<file path="src/rtl/stopwatch_segment_renderer.sv">
// Stopwatch overlay renderer: snapshots H:MM:SS.mmm on frame_start, converts
// to BCD with a 10-cycle double-dabble, and answers per-pixel "is this pixel
// part of a lit segment" queries through a 2-stage pipeline.

// One digit cell: decides whether (x,y) lands on a lit segment of digit K.
module stopwatch_digit_cell #(
  parameter int DIGIT_WIDTH = 40,
  parameter int DIGIT_GAP   = 40,
  parameter int ORIGIN_X    = 0,
  parameter int ORIGIN_Y    = 200,
  parameter int K           = 0
) (
  input  logic [9:0] x,
  input  logic [9:0] y,
  input  logic [3:0] code,
  output logic       hit
);
  localparam int T_I = (DIGIT_WIDTH / 10 > 1) ? DIGIT_WIDTH / 10 : 1;
  localparam int H_I = 2 * DIGIT_WIDTH;
  localparam logic [31:0] W_U  = 32'(DIGIT_WIDTH);
  localparam logic [31:0] H_U  = 32'(H_I);
  localparam logic [31:0] HH_U = 32'(H_I / 2);
  localparam logic [31:0] T_U  = 32'(T_I);
  localparam logic [31:0] G_U  = 32'(H_I * 45 / 100);
  localparam logic [31:0] X0   = 32'(ORIGIN_X + K * (DIGIT_WIDTH + DIGIT_GAP));
  localparam logic [31:0] Y0   = 32'(ORIGIN_Y);

  logic [31:0] px, py, u, v;
  logic        in_cell, top, bot, lcol, rcol;
  logic [6:0]  segs;  // {a,b,c,d,e,f,g}

  assign px      = {22'd0, x};
  assign py      = {22'd0, y};
  assign u       = px - X0;
  assign v       = py - Y0;
  assign in_cell = (px >= X0) && (px < X0 + W_U) && (py >= Y0) && (py < Y0 + H_U);
  assign top     = v < HH_U;
  assign bot     = !top;
  assign lcol    = u < T_U;
  assign rcol    = u >= W_U - T_U;

  // Standard seven-segment patterns; codes above 9 render blank.
  always_comb begin
    segs = 7'b0000000;
    case (code)
      4'd0: segs = 7'b1111110;
      4'd1: segs = 7'b0110000;
      4'd2: segs = 7'b1101101;
      4'd3: segs = 7'b1111001;
      4'd4: segs = 7'b0110011;
      4'd5: segs = 7'b1011011;
      4'd6: segs = 7'b1011111;
      4'd7: segs = 7'b1110000;
      4'd8: segs = 7'b1111111;
      4'd9: segs = 7'b1111011;
      default: segs = 7'b0000000;
    endcase
  end

  assign hit = in_cell & (
      (segs[6] & (v < T_U))
    | (segs[5] & rcol & top)
    | (segs[4] & rcol & bot)
    | (segs[3] & (v >= H_U - T_U))
    | (segs[2] & lcol & bot)
    | (segs[1] & lcol & top)
    | (segs[0] & (v >= G_U) & (v < G_U + T_U)));
endmodule

module stopwatch_segment_renderer #(
  parameter int   SCREEN_WIDTH  = 640,
  parameter int   SCREEN_HEIGHT = 480,
  parameter int   DIGIT_WIDTH   = 40,
  parameter int   DIGIT_GAP     = 40,
  parameter int   ORIGIN_X      = 0,
  parameter int   ORIGIN_Y      = 200,
  parameter logic ON            = 1'b1,
  parameter logic OFF           = 1'b0
) (
  input  logic       clk,
  input  logic       reset,
  input  logic [3:0] hours,
  input  logic [5:0] minutes,
  input  logic [5:0] seconds,
  input  logic [9:0] milliseconds,
  input  logic       frame_start,
  input  logic [9:0] pixel_x,
  input  logic [9:0] pixel_y,
  input  logic       pixel_valid,
  output logic       pixel_on,
  output logic       pixel_out_valid,
  output logic       busy
);
  localparam int NUM_DIGITS = 8;
  localparam int STAGES     = 2;
  localparam logic [31:0] SW_U = 32'(SCREEN_WIDTH);
  localparam logic [31:0] SH_U = 32'(SCREEN_HEIGHT);

  typedef enum logic {IDLE, CONVERT} state_t;

  state_t                         state;
  logic [3:0]                     cnt;
  logic [3:0]                     hrs_snap;
  logic [17:0]                    sh_m, sh_s;   // {bcd[7:0], bin[9:0]}
  logic [21:0]                    sh_ms;        // {bcd[11:0], bin[9:0]}
  logic [17:0]                    m_nxt, s_nxt;
  logic [21:0]                    ms_nxt;
  logic [9:0]                     ms_clamped;
  logic [NUM_DIGITS-1:0][3:0]     disp;

  logic [STAGES:1]                vld_pipe;
  logic [9:0]                     x1, y1;
  logic [NUM_DIGITS-1:0]          hit;
  logic                           visible;

  // Double-dabble step: add 3 to every BCD nibble >= 5, then shift left.
  function automatic logic [17:0] dd2(input logic [17:0] s);
    logic [17:0] t;
    t = s;
    if (t[13:10] >= 4'd5) t[13:10] = t[13:10] + 4'd3;
    if (t[17:14] >= 4'd5) t[17:14] = t[17:14] + 4'd3;
    t = t << 1;
    return t;
  endfunction

  function automatic logic [21:0] dd3(input logic [21:0] s);
    logic [21:0] t;
    t = s;
    if (t[13:10] >= 4'd5) t[13:10] = t[13:10] + 4'd3;
    if (t[17:14] >= 4'd5) t[17:14] = t[17:14] + 4'd3;
    if (t[21:18] >= 4'd5) t[21:18] = t[21:18] + 4'd3;
    t = t << 1;
    return t;
  endfunction

  assign ms_clamped = (milliseconds > 10'd999) ? 10'd999 : milliseconds;
  assign m_nxt      = dd2(sh_m);
  assign s_nxt      = dd2(sh_s);
  assign ms_nxt     = dd3(sh_ms);

  // Conversion FSM: frame_start always (re)starts; display commits on the 10th shift.
  always_ff @(posedge clk or posedge reset) begin
    if (reset) begin
      state    <= IDLE;
      busy     <= 1'b0;
      cnt      <= '0;
      hrs_snap <= '0;
      sh_m     <= '0;
      sh_s     <= '0;
      sh_ms    <= '0;
      disp     <= '0;
    end else if (frame_start) begin
      state    <= CONVERT;
      busy     <= 1'b1;
      cnt      <= '0;
      hrs_snap <= hours;
      sh_m     <= {12'd0, minutes};
      sh_s     <= {12'd0, seconds};
      sh_ms    <= {12'd0, ms_clamped};
    end else if (state == CONVERT) begin
      sh_m  <= m_nxt;
      sh_s  <= s_nxt;
      sh_ms <= ms_nxt;
      if (cnt == 4'd9) begin
        state   <= IDLE;
        busy    <= 1'b0;
        cnt     <= '0;
        disp[0] <= (hrs_snap < 4'd10) ? hrs_snap : 4'hF;
        disp[1] <= m_nxt[17:14];
        disp[2] <= m_nxt[13:10];
        disp[3] <= s_nxt[17:14];
        disp[4] <= s_nxt[13:10];
        disp[5] <= ms_nxt[21:18];
        disp[6] <= ms_nxt[17:14];
        disp[7] <= ms_nxt[13:10];
      end else begin
        cnt <= cnt + 4'd1;
      end
    end
  end

  for (genvar k = 0; k < NUM_DIGITS; k++) begin : g_digit
    stopwatch_digit_cell #(
      .DIGIT_WIDTH(DIGIT_WIDTH), .DIGIT_GAP(DIGIT_GAP),
      .ORIGIN_X(ORIGIN_X), .ORIGIN_Y(ORIGIN_Y), .K(k)
    ) u_cell (
      .x(x1), .y(y1), .code(disp[k]), .hit(hit[k])
    );
  end

  assign visible = ({22'd0, x1} < SW_U) && ({22'd0, y1} < SH_U);

  // Pixel pipeline: stage 1 registers the scan position, stage 2 the lit decision.
  always_ff @(posedge clk or posedge reset) begin
    if (reset) begin
      vld_pipe <= '0;
      x1       <= '0;
      y1       <= '0;
      pixel_on <= OFF;
    end else begin
      vld_pipe <= {vld_pipe[STAGES-1:1], pixel_valid};
      x1       <= pixel_x;
      y1       <= pixel_y;
      pixel_on <= (vld_pipe[1] && visible && |hit) ? ON : OFF;
    end
  end

  assign pixel_out_valid = vld_pipe[STAGES];
endmodule

</file>
<file path="config.mk">
export PLATFORM = sky130hd
export DESIGN_NAME = stopwatch_segment_renderer
export DESIGN_NICKNAME = d
export VERILOG_FILES = /design/src/rtl/stopwatch_segment_renderer.sv
export SDC_FILE = /design/constraint.sdc
export NUM_CORES = 1
export LEC_CHECK = 0
export ABC_AREA = 1
export BUFFER_PORTS_ARGS = -buffer_cell sky130_fd_sc_hd__buf_2
export CORE_MARGIN = 2
export CORE_UTILIZATION = 32
export DETAILED_ROUTE_END_ITERATION = 10
export PLACE_DENSITY_LB_ADDON = 0.25
export SKIP_LAST_GASP = 1
export SYNTH_ARGS = -nofsm -noshare
export SYNTH_HDL_FRONTEND = slang
export SYNTH_SLANG_ARGS = --single-unit
</file>
<file path="constraint.sdc">
create_clock -name clk -period 5.15 [get_ports clk]
set_input_delay 0.515 -clock clk [delete_from_list [all_inputs] [get_ports clk]]
set_output_delay 0.515 -clock clk [all_outputs]
set_load 0.1 [all_outputs]
</file>
==> qor.yml <==
synth:
  synth_enable_flop_cells: 0
  netlist_area_um2: 8050
  synth_common_cells: "nand2_1, inv_1, dfrtp_1, o21ai_0, nor2_1"
  ys_seq_area_share_pct: 38.2
  synth_cell_types: 43
  yosysMostFrequentCell: "nand2_1"
  synth_fp_nets: 1191
  yosysTopAreaCellShare_pct: 38.2
  avgSynthCellArea_um2: 7.53
  synth_cells: 1069
  synth_seq_cells: 123
  yosysWarnings: 0
  ys.flop_type: "dfrtp_1"
  synth_top_area_cell: "dfrtp_1"
  async_reset_ff_share_pct: 100
  netlist_top_cells_area: "dfrtp_1, nand2_1, ha_1, o21ai_0, inv_1"
critical_path:
  cp.required_ps: 5450
  r2r_cells: 16
  critPathLaunchType: "register"
  crit_chain: "inv_1 -> ha_1 -> nand2_1 -> nand3_1 -> a21oi_1 -> nand3_1 -> nand2_1 -> nor2_1 -> nor2_1 -> nand2_1 -> nand2_1 -> nand3_1 -> nand2_1 -> nand2_1 -> nor2_1 -> a21oi_1"
  r2r_slack_ps: 2320
  path_class: "reg2reg"
  critPathBufInv: 1
  crit_fanout: 13
  cp_slowest_stage_delay_ps: 640
  cp_common_cell: "nand2_1"
  timing.rr.end: "pixel_on"
  end_kind: "register"
  worst_ep_arrival_time_ps: 3130
  regToRegStartpoint: "x1[6]"
  cpMaxStageDelayCell: "dfrtp_1"
  critical_path.top_delay_family: "simple AND/OR/NAND/NOR gates"
placement:
  gp_congestion: 0.903
  dpl-instance-area_um2: 8670
  placedCellCount: 1431
  dp_hpwl_mm: 14.7
  io_buffers: 52
detailed_routing:
  drc: 0
  wl_mm: 20.0
  first_pass_iters: 5
  drtIter0Drc: 488
  via_per_inst: 4.78
  avgRoutedWirePerCell_um: 13.7
  postRouteAntennaNets: 0
  vias: 7000
global_routing:
  grt_use_met3_pct: 2.95
  grt_usage_pct: 15.9
  grtUsageMet1_pct: 22.0
  globalRouteMet2Util_pct: 25.6
  antenna_found_initial: 0
  grt_max_degree: 51
  grt_pass1_wl_mm: 34.0
  grt_remaining_overflow: 0
  grt_pass1_vias: 6744
  grt.busiest_layer: "met2"
final_layout:
  syn_to_final_growth_pct: 15.6
  final_area_um2: 9310
  num-fill-cells: 2646
  antenna_cells: 0
  multiInputGateArea_um2: 4310
  fin_util_pct: 37.3
  regArea_um2: 3080
  stdcell_count: 1463
  drive_gt1_share_pct: 11.3
  nets: 1242
clock_network:
  cts_tree: "done"
  cts_setup_buffers: 0
  clockRootBuffer: "clkbuf_16"
  clkLatencyLatePin_ps: 430
  cts_resized: 0
  clock_sinks: 123
  cts-buffers-inserted: 17
  cts.clk_slew.worst_paths_ps: 70
  cts_buffer_depth: 2
  holdBufCountCts: 0
  htreeDepth: 4
timing:
  fin_tns_setup_ps: 0
  maxSlewViolCount: 0
  setup_viol: 0
  rsz0062_at_grt: "false"
  tightest_slew_ps: 660
  hold_viol_final: 0
  hold_ws_ps: 124
  max_freq_mhz: 353
  slew_headroom_pct: 56.0
  fin_skew_ps: 17.3
  min_period_ps: 2830
  min_period_over_period_pct: 55.0
die:
  dieWidth_um: 163
  die_h_um: 163
  die-area_um2: 26500
  num_rows: 58
  ioPinCount: 53
  core-area_um2: 25000
  start_util_pct: 32.3
pwr:
  peakVddDrop_mv: 0.195
  p_leak_nw: 4.55
  power_density_nw_per_um2: 291
hold_path:
  hp-class: "in2async"
run_status:
  status: "finished clean"
job:
  drv_cap: 0
## flip-flops by register name, summed over array words and instances, names as in the netlist
signal,flops
state,1
cnt,4
x1,10
sh_m,18
hrs_snap,4
sh_s,18
y1,10
busy,1
sh_ms,22
pixel_on,1
disp,32
vld_pipe,2
## cell type report
type	instances	share of cell area, %
multi-input combinational	773	46.3
clock buffer	18	4.61
sequential	123	33.1
inverter	145	5.87
timing repair buffer	60	3.44
clock inverter	14	2.27
tap	330	4.43
## per-stage QoR
step / total power, mW / worst slack, ps
6_report: 2.71 / 2320
5_1_grt: 2.85 / 2030
4_1_cts: 2.75 / 2320
3_5_place_dp: 1.41 / 2350
3_3_place_gp: 1.41 / 2340
2_1_floorplan: 1.31 / 1360
## cell families (layout without fill, tap and decap cells)
kind of cell               count (synthesis)  in the layout  share of synthesized area, %
and+or+nand+nor                          460            460                          24.7
AOI/OAI and AO/OA                        232            232                          16.6
buffers and inverters                    173            237                          8.28
DFF                                      123            123                          38.2
adders and majority gates                 72             72                          11.2
xor gates and xnor gates                   9              9                         0.979
## worst reg2reg max path, cell delays in order (launching register included)
cell and delay (ps):
dfrtp_1 640, inv_1 340, ha_1 300, nand2_1 110
nand3_1 80, a21oi_1 280, nand3_1 190, nand2_1 90
nor2_1 40, nor2_1 80, nand2_1 50, nand2_1 50
nand3_1 70, nand2_1 60, nand2_1 50, nor2_1 170
a21oi_1 90
## power by group
part | switching (mW) | internal (mW) | total [mW]
registers | 0.0403 | 1.01 | 1.05
clock network | 0.498 | 0.823 | 1.32
logic | 0.223 | 0.114 | 0.336
## per-layer routing
layer / vias up / routed length (um)
li1: 3627 / -
met1: 3223 / 9970
met2: 133 / 9160
met3: 17 / 702
met4: 0 / 191
met5: - / 0
## layout by cell type (no fill, tap or decap), types with 2 or more instances in the layout
cell	count
nand2_1	251
inv_1	136
dfrtp_1	123
o21ai_0	104
nor2_1	82
ha_1	72
nand3_1	65
buf_2	52
a21oi_1	46
o22ai_1	31
clkbuf_16	17
nor3_1	15
nand4_1	14
or2_2	12
o211ai_1	12
o221ai_1	11
xor2_1	8
buf_4	8
nand2_2	7
inv_2	5
a31oi_1	5
clkinv_4	5
a22o_1	4
nor2_2	4
o21ai_1	4
bufinv_16	4
clkinv_1	3
o21bai_1	3
o21a_1	3
o311ai_0	2
a211o_1	2
nand3_2	2
nand3b_1	2
a211oi_1	2
inv_6	2
inv_8	2
## worst max-delay path by stage
stage | depth (start not counted) | slack [ps] | start | to
floorplan | 1 | 1360 | reset | busy
global placement | 16 | 2340 | x1[6] | pixel_on
detailed placement | 8 | 2350 | frame_start | disp[13]
CTS | 14 | 2320 | x1[6] | pixel_on
global route | 16 | 2030 | x1[6] | pixel_on
finish | 16 | 2320 | x1[6] | pixel_on
Note: power is estimated with default switching activity, not from simulation.
